$ cat config.mk
export PLATFORM = sky130hd
export DESIGN_NAME = alu_exec_ctrl
export DESIGN_NICKNAME = d
export VERILOG_FILES = /design/src/rtl/cpu_pkg.sv /design/src/rtl/cond_check.sv /design/src/rtl/alu_exec_ctrl.sv
export SDC_FILE = /design/constraint.sdc
export NUM_CORES = 1
export LEC_CHECK = 0
export CORE_MARGIN = 1
export CORE_UTILIZATION = 45
export CTS_BUF_LIST = sky130_fd_sc_hd__clkbuf_4
export DETAILED_ROUTE_END_ITERATION = 7
export PLACE_DENSITY = 0.83
export SYNTH_ARGS = -nofsm -noshare
export SYNTH_HDL_FRONTEND = slang
export SYNTH_SLANG_ARGS = --single-unit
$ cat constraint.sdc
create_clock -name clk -period 2.35 [get_ports clk]
set_input_delay 0.47 -clock clk [delete_from_list [all_inputs] [get_ports clk]]
set_output_delay 0.47 -clock clk [all_outputs]
set_load 0.01 [all_outputs]
$ cat src/rtl/cpu_pkg.sv
// Shared types and encodings for the data-processing execute controller.
// FSM states, ARM opcode/condition encodings and ALU operand-form codes.
package cpu_pkg;

    typedef enum logic [2:0] {
        ST_IDLE  = 3'd0,
        ST_COND  = 3'd1,
        ST_RD_RN = 3'd2,
        ST_RD_RM = 3'd3,
        ST_EXEC  = 3'd4,
        ST_WB    = 3'd5
    } state_t;

    localparam logic [3:0] OP_AND = 4'b0000;
    localparam logic [3:0] OP_EOR = 4'b0001;
    localparam logic [3:0] OP_SUB = 4'b0010;
    localparam logic [3:0] OP_ADD = 4'b0100;
    localparam logic [3:0] OP_TST = 4'b1000;
    localparam logic [3:0] OP_TEQ = 4'b1001;
    localparam logic [3:0] OP_CMP = 4'b1010;
    localparam logic [3:0] OP_ORR = 4'b1100;
    localparam logic [3:0] OP_MOV = 4'b1101;
    localparam logic [3:0] OP_BIC = 4'b1110;
    localparam logic [3:0] OP_MVN = 4'b1111;

    localparam logic [3:0] COND_EQ = 4'b0000;
    localparam logic [3:0] COND_NE = 4'b0001;
    localparam logic [3:0] COND_CS = 4'b0010;
    localparam logic [3:0] COND_CC = 4'b0011;
    localparam logic [3:0] COND_MI = 4'b0100;
    localparam logic [3:0] COND_PL = 4'b0101;
    localparam logic [3:0] COND_VS = 4'b0110;
    localparam logic [3:0] COND_VC = 4'b0111;
    localparam logic [3:0] COND_HI = 4'b1000;
    localparam logic [3:0] COND_LS = 4'b1001;
    localparam logic [3:0] COND_GE = 4'b1010;
    localparam logic [3:0] COND_LT = 4'b1011;
    localparam logic [3:0] COND_GT = 4'b1100;
    localparam logic [3:0] COND_LE = 4'b1101;
    localparam logic [3:0] COND_AL = 4'b1110;
    localparam logic [3:0] COND_NV = 4'b1111;

    localparam logic [2:0] ALU_CODES_REG = 3'b000;
    localparam logic [2:0] ALU_CODES_IMM = 3'b001;

    function automatic logic op_supported(input logic [3:0] op);
        case (op)
            OP_AND, OP_EOR, OP_SUB, OP_ADD,
            OP_TST, OP_TEQ, OP_CMP, OP_ORR,
            OP_MOV, OP_BIC, OP_MVN: return 1'b1;
            default:                return 1'b0;
        endcase
    endfunction

    // Compare-class ops set flags unconditionally and never write Rd.
    function automatic logic op_compare(input logic [3:0] op);
        return (op == OP_TST) || (op == OP_TEQ) || (op == OP_CMP);
    endfunction

    function automatic logic op_arith(input logic [3:0] op);
        return (op == OP_SUB) || (op == OP_ADD) || (op == OP_CMP);
    endfunction

    function automatic logic op_is_sub(input logic [3:0] op);
        return (op == OP_SUB) || (op == OP_CMP);
    endfunction

endpackage

$ cat src/rtl/cond_check.sv
// ARM condition-code evaluation against the current NZCV flags.
// Purely combinational; NV (4'b1111) never passes.
module cond_check
    import cpu_pkg::*;
(
    input  logic [3:0] cond,
    input  logic [3:0] nzcv,
    output logic       pass
);

    logic n;
    logic z;
    logic c;
    logic v;

    assign {n, z, c, v} = nzcv;

    always_comb begin
        pass = 1'b0;
        case (cond)
            COND_EQ: pass = z;
            COND_NE: pass = !z;
            COND_CS: pass = c;
            COND_CC: pass = !c;
            COND_MI: pass = n;
            COND_PL: pass = !n;
            COND_VS: pass = v;
            COND_VC: pass = !v;
            COND_HI: pass = c && !z;
            COND_LS: pass = !c || z;
            COND_GE: pass = (n == v);
            COND_LT: pass = (n != v);
            COND_GT: pass = !z && (n == v);
            COND_LE: pass = z || (n != v);
            COND_AL: pass = 1'b1;
            default: pass = 1'b0;
        endcase
    end

endmodule

$ cat src/rtl/alu_exec_ctrl.sv
// Multi-cycle controller sequencing one data-processing instruction:
// condition check, operand reads, ALU execute, flag update and write-back.
module alu_exec_ctrl
    import cpu_pkg::*;
(
    input  logic        clk,
    input  logic        rst_n,
    input  logic        instr_valid,
    output logic        instr_ready,
    input  logic [31:0] instr,
    output logic [3:0]  rf_raddr,
    input  logic [31:0] rf_rdata,
    output logic [2:0]  alu_codes,
    output logic [3:0]  alu_opcode,
    output logic [31:0] alu_r1,
    output logic [31:0] alu_r2,
    output logic [31:0] alu_op2,
    input  logic [32:0] alu_data,
    output logic        rf_we,
    output logic [3:0]  rf_waddr,
    output logic [31:0] rf_wdata,
    output logic [3:0]  nzcv,
    output logic        done,
    output logic        illegal
);

    state_t      state;
    logic [31:0] ir;
    logic [31:0] op_a;
    logic [31:0] op_b;
    logic [31:0] result;

    logic [3:0]  cond;
    logic        imm_f;
    logic [3:0]  opcode;
    logic        s_bit;
    logic [3:0]  rn;
    logic [3:0]  rd;
    logic [7:0]  imm8;
    logic [3:0]  rm;
    logic        unused_ir;

    assign cond   = ir[31:28];
    assign imm_f  = ir[25];
    assign opcode = ir[24:21];
    assign s_bit  = ir[20];
    assign rn     = ir[19:16];
    assign rd     = ir[15:12];
    assign imm8   = ir[7:0];
    assign rm     = ir[3:0];

    assign unused_ir = ^{ir[27:26], ir[11:8]};

    logic cond_pass;

    cond_check u_cond (
        .cond (cond),
        .nzcv (nzcv),
        .pass (cond_pass)
    );

    // done blocks the accept so a new instruction lands the cycle after it.
    assign instr_ready = (state == ST_IDLE) && !done;
    assign rf_waddr    = rd;
    assign rf_wdata    = result;

    always_comb begin
        rf_raddr = 4'd0;
        case (state)
            ST_RD_RN: rf_raddr = rn;
            ST_RD_RM: rf_raddr = rm;
            default:  rf_raddr = 4'd0;
        endcase
    end

    always_comb begin
        alu_codes  = ALU_CODES_REG;
        alu_opcode = 4'd0;
        alu_r1     = 32'd0;
        alu_r2     = 32'd0;
        alu_op2    = 32'd0;
        if (state == ST_EXEC) begin
            alu_opcode = opcode;
            if (imm_f) begin
                alu_codes = ALU_CODES_IMM;
                alu_r2    = op_a;
                alu_op2   = {24'd0, imm8};
            end else begin
                alu_codes = ALU_CODES_REG;
                alu_r1    = op_a;
                alu_r2    = op_b;
            end
        end
    end

    logic [31:0] opnd_b;
    logic [31:0] res_next;
    logic        ovf;
    logic        arith;
    logic        flag_upd;
    logic [3:0]  nzcv_next;

    assign opnd_b   = imm_f ? {24'd0, imm8} : op_b;
    assign res_next = alu_data[31:0];
    assign arith    = op_arith(opcode);
    assign flag_upd = s_bit || op_compare(opcode);

    // Signed overflow judged on the operands as the ALU saw them.
    always_comb begin
        if (op_is_sub(opcode))
            ovf = (op_a[31] != opnd_b[31]) && (res_next[31] != op_a[31]);
        else
            ovf = (op_a[31] == opnd_b[31]) && (res_next[31] != op_a[31]);
    end

    assign nzcv_next = {
        res_next[31],
        (res_next == 32'd0),
        arith ? alu_data[32] : nzcv[1],
        arith ? ovf          : nzcv[0]
    };

    always_ff @(posedge clk or negedge rst_n) begin
        if (!rst_n) begin
            state   <= ST_IDLE;
            ir      <= 32'd0;
            op_a    <= 32'd0;
            op_b    <= 32'd0;
            result  <= 32'd0;
            nzcv    <= 4'd0;
            rf_we   <= 1'b0;
            done    <= 1'b0;
            illegal <= 1'b0;
        end else begin
            rf_we   <= 1'b0;
            done    <= 1'b0;
            illegal <= 1'b0;
            case (state)
                ST_IDLE: begin
                    if (instr_valid && instr_ready) begin
                        ir    <= instr;
                        state <= ST_COND;
                    end
                end
                ST_COND: begin
                    if (!cond_pass) begin
                        done  <= 1'b1;
                        state <= ST_IDLE;
                    end else if (!op_supported(opcode)) begin
                        done    <= 1'b1;
                        illegal <= 1'b1;
                        state   <= ST_IDLE;
                    end else begin
                        state <= ST_RD_RN;
                    end
                end
                ST_RD_RN: begin
                    op_a  <= rf_rdata;
                    state <= imm_f ? ST_EXEC : ST_RD_RM;
                end
                ST_RD_RM: begin
                    op_b  <= rf_rdata;
                    state <= ST_EXEC;
                end
                ST_EXEC: begin
                    result <= res_next;
                    if (flag_upd)
                        nzcv <= nzcv_next;
                    rf_we <= !op_compare(opcode);
                    done  <= 1'b1;
                    state <= ST_WB;
                end
                ST_WB: begin
                    state <= ST_IDLE;
                end
                default: begin
                    state <= ST_IDLE;
                end
            endcase
        end
    end

endmodule

==> results.txt <==
----------------------------------------------------
[Clock network]
  Clock latency reported for the late side of the worst-skew pair ... 0.52 ns
  H-tree level count ... 4
  Root buf cell ... sky130_fd_sc_hd__clkbuf_4
  Worst-case clock buffer depth ... 2
  Clock transition at the registers of the reported paths ... approximately 0.1 ns
  Num CTS Buffers ... 17
  CTS tree ... done
  CTS Sinks ... approximately 130

[STA]
  Final Max Tran Viols ... 0
  Share of the cycle needed by the critical path after routing ... 100%
  Hold Fails Final Rpt ... 0
  Clk_skew ... 0.00789 ns
  Max Fclk ... 0.424 GHz
  Tmin final ... approximately 2.4 ns
  Post-route worst setup slack ... -0.00756 ns
  Setup repair after global routing missed its margin ... yes
  Final setup vio count ... 1

[Status]
  Failing checks ... setup timing
  Outcome ... finished with violations

[Detailed routing]
  Remaining DRCs ... 0
  Amount of wire on met2 after detailed routing ... about 8500 um
  Total wirelength of the detailed-routed design ... ~17000 um
  Uppermost layer routed ... met4
  First-iteration detailed-routing DRC count ... between 200 and 300
  Detailed-route wire length per cell ... about 17 um
  Number of detailed-route iterations in the first pass ... 5
  Metal1 wirelength ... 6510 um
  Remaining antenna violation count ... 0
  Met3 Routed Length ... ~1400 um
  Number of vias per cell after detailed routing ... 5.10
  Number of vias after detailed routing ... approximately 5100

[Synth]
  Post-Synthesis Cells ... ~580
  Most used standard cell by instance count after synthesis ... sky130_fd_sc_hd__dfrtp_1
  Portion of synthesized cell area occupied by the leading cell type ... a little over half
  Post-synthesis sequential area ratio ... between 50% and 60%
  Synth Register Bits ... about 130
  Xor and xnor area share after synthesis ... less than 1%
  Cell variety after synth ... 46
  Predominant post-synthesis flop cell ... sky130_fd_sc_hd__dfrtp_1
  Mux contribution to synthesized area ... between 20% and 30%
  Dominant combinational cell family by area after synthesis ... multiplexers
  Number of enable flip-flop cells after synthesis ... 0
  Syn Area/Cell ... 11.0 um^2
  Synth Warn # ... 0
  Ranking of synthesized cells by area ... sky130_fd_sc_hd__dfrtp_1 (52%), sky130_fd_sc_hd__mux2_2 (17%), sky130_fd_sc_hd__nand2_1 (5.9%)
  Most numerous cell types in the synthesized netlist ... sky130_fd_sc_hd__dfrtp_1 (132), sky130_fd_sc_hd__nand2_1 (100), sky130_fd_sc_hd__mux2_2 (94)
  Async set or reset register ratio after synthesis ... 100%
  Library cell with the largest summed area after synthesis ... sky130_fd_sc_hd__dfrtp_1
  Post-synthesis share of cell area spent on full adders, half adders and majority gates ... 0%
  Simple-gate share of the synthesized area ... 17.1%
  Compound-cell area share of the yosys netlist ... roughly 2.8%
  Netlist area before placement ... roughly 6300 um^2

[Global route]
  Total global routing track utilization ... a little under a quarter
  Number of global-route vias before repair ... 5290
  Total overflow reported by the global router ... 0
  Antenna violations before repair ... 0
  Maximum number of pins on one net before global-route repair ... 57
  First-pass GRT wire length ... 26500 um

[Die]
  Total die area ... roughly 15000 um^2
  Number of primary I/O pins ... between 200 and 300
  Placement row count ... 43
  Core region area ... 13800 um^2
  Die height ... between 100 and 150 um
  Initial Utilization ... a little under half
  Die Wd ... around 120 um

[Setup path]
  Worst reg2reg startpoint ... ir[31]
  Kind of launch point of the worst setup path ... flop
  Worst Path Arrival ... 1.89 ns
  Critical Path RT ... approximately 1.9 ns
  CP Capture Type ... primary output
  Start point of the critical path ... state[1]
  Crit path kind ... flop to primary output
  Worst-path fanout max ... 4

[Pwr]
  Lkg Pwr ... 4.26 nW
  Part of the total power dissipated in sequential elements ... between 30% and 40%
  Power after layout ... approximately 11 mW
  Net switching power figure ... 3.83 mW
  Peak supply drop ... 0.000660 V
  Share of total power consumed by net switching ... a little over a third
  Cell area power density ... approximately 1200 nW/um^2
  Combinational cell fraction of total power ... between 40% and 50%
  Clock power frac ... ~16%
  Internal power ... 7.08 mW

[Cells and area]
  Antenna Diode Count ... 0
  Layout overhead on the synthesized area ... 41.2%
  Post-layout net count ... slightly above 900
  Proportion of layout cells with a drive suffix above 1 ... 27.5%
  Post-layout instance count excluding filler cells ... approximately 1000
  Count of filler cells inserted in the layout ... between 1000 and 1500

[Worst hold path]
  Kind of path behind the tightest hold check ... primary input to async pin

[Run]
  Max_cap viols ... 0

[Place]
  Count of buffers from port buffering ... around 220
  Final Wtd Congestion ... a little under 0.8
  Cell count after placement ... 953
  DPL Wire Length ... roughly 12000 um
  Setup slack after placement ... ~0.11 ns

----------------------------------------------------
-- registers in the layout, indices dropped and copies added, names as in the netlist --
name      cells
op_a         32
op_b         32
rf_wdata     32
ir           26
nzcv          4
state         3
done          1
illegal       1
rf_we         1
-- worst paths after layout --
check	slack (ns)	to	cells after the start
max	-0.008	rf_raddr[0]	6
min	0.43	op_b[27]	2
max reg2reg	0.36	state[1]	5
min reg2reg	0.48	rf_wdata[31]	2
max in group asynchronous	1.19	rf_wdata[19]	3
min in group clk	0.48	rf_wdata[31]	2
-- timing repair --
action	CTS	global route
pin swaps	4	2
gates resized for setup	172	94
hold buffers	1	0
endpoints found under the setup margin	82	71
endpoints found under the hold margin	25	0
buffers inserted	8	2
gates cloned	1	1
-- power groups by stage --
stage / Combinational (mW) / Sequential (mW) / Clock [mW]
global route: 5.42 / 4.33 / 1.90
detailed placement: 4.90 / 4.19 / 0
finish: 5.01 / 4.18 / 1.73
floorplan: 2.89 / 4.07 / 0
global placement: 4.73 / 4.09 / 0
CTS: 4.96 / 4.15 / 1.79
-- critical path, cell delays in order, from the launching register on --
cell	delay (ns)
sky130_fd_sc_hd__dfrtp_1	0.43
sky130_fd_sc_hd__buf_4	0.18
sky130_fd_sc_hd__nand2b_4	0.11
sky130_fd_sc_hd__nor2_4	0.06
sky130_fd_sc_hd__buf_4	0.14
sky130_fd_sc_hd__a22o_1	0.23
sky130_fd_sc_hd__clkdlybuf4s15_2	0.23
-- final cells by class --
class,count,area (um^2),area share [%]
timing repair buffer,246,2250,25.1
clock inverter,13,188,2.10
sequential,132,3310,36.9
multi-input combinational,404,2830,31.6
inverter,4,15.0,0.168
tap,180,225,2.51
clock buffer,19,143,1.59
-- kinds of logic after synthesis --
kind of cell | after synthesis
flops | 132
mux | 125
xor+xnor | 4
compound gates | 24
buf+inv | 65
other cells | 1
simple gates | 225
-- routing by layer --
layer | vias to the layer above | global-route usage [%]
li1 | 2352 | -
met1 | 2513 | 27.1
met2 | 204 | 40.9
met3 | 24 | 8.07
met4 | 0 | 8.64
met5 | - | 0
-- placed cells by master (no fill, tap or decap), types with 6 or more instances in the layout --
cell type | Yosys | final
sky130_fd_sc_hd__nand2_1 | 100 | 99
sky130_fd_sc_hd__mux2_2 | 94 | 94
sky130_fd_sc_hd__and2_1 | 33 | 31
sky130_fd_sc_hd__nor2b_1 | 6 | 6
sky130_fd_sc_hd__clkdlybuf4s50_1 | 0 | 135
sky130_fd_sc_hd__nor2_1 | 42 | 38
sky130_fd_sc_hd__dlygate4sd2_1 | 0 | 14
sky130_fd_sc_hd__buf_6 | 0 | 6
sky130_fd_sc_hd__mux2i_1 | 31 | 29
sky130_fd_sc_hd__buf_2 | 10 | 24
sky130_fd_sc_hd__clkdlybuf4s15_1 | 0 | 12
sky130_fd_sc_hd__and3_1 | 12 | 12
sky130_fd_sc_hd__conb_1 | 1 | 26
sky130_fd_sc_hd__buf_4 | 31 | 23
sky130_fd_sc_hd__dfrtp_1 | 132 | 130
sky130_fd_sc_hd__clkbuf_2 | 0 | 20
sky130_fd_sc_hd__clkbuf_4 | 0 | 19
sky130_fd_sc_hd__nor4_1 | 8 | 8
-- metrics by stage --
stage	setup TNS [ns]	utilization (%)	hold WS, ns	area, um^2
6_report	-0.00756	64.8	0.425	8960
5_1_grt	-2.38	64.8	0.396	8960
4_1_cts	-3.40	65.2	0.358	9010
3_5_place_dp	0	62.6	0.424	8650
3_3_place_gp	0	62.6	0.413	8650
2_1_floorplan	0	-	0.174	6440
(Power assumes the default switching activity.)
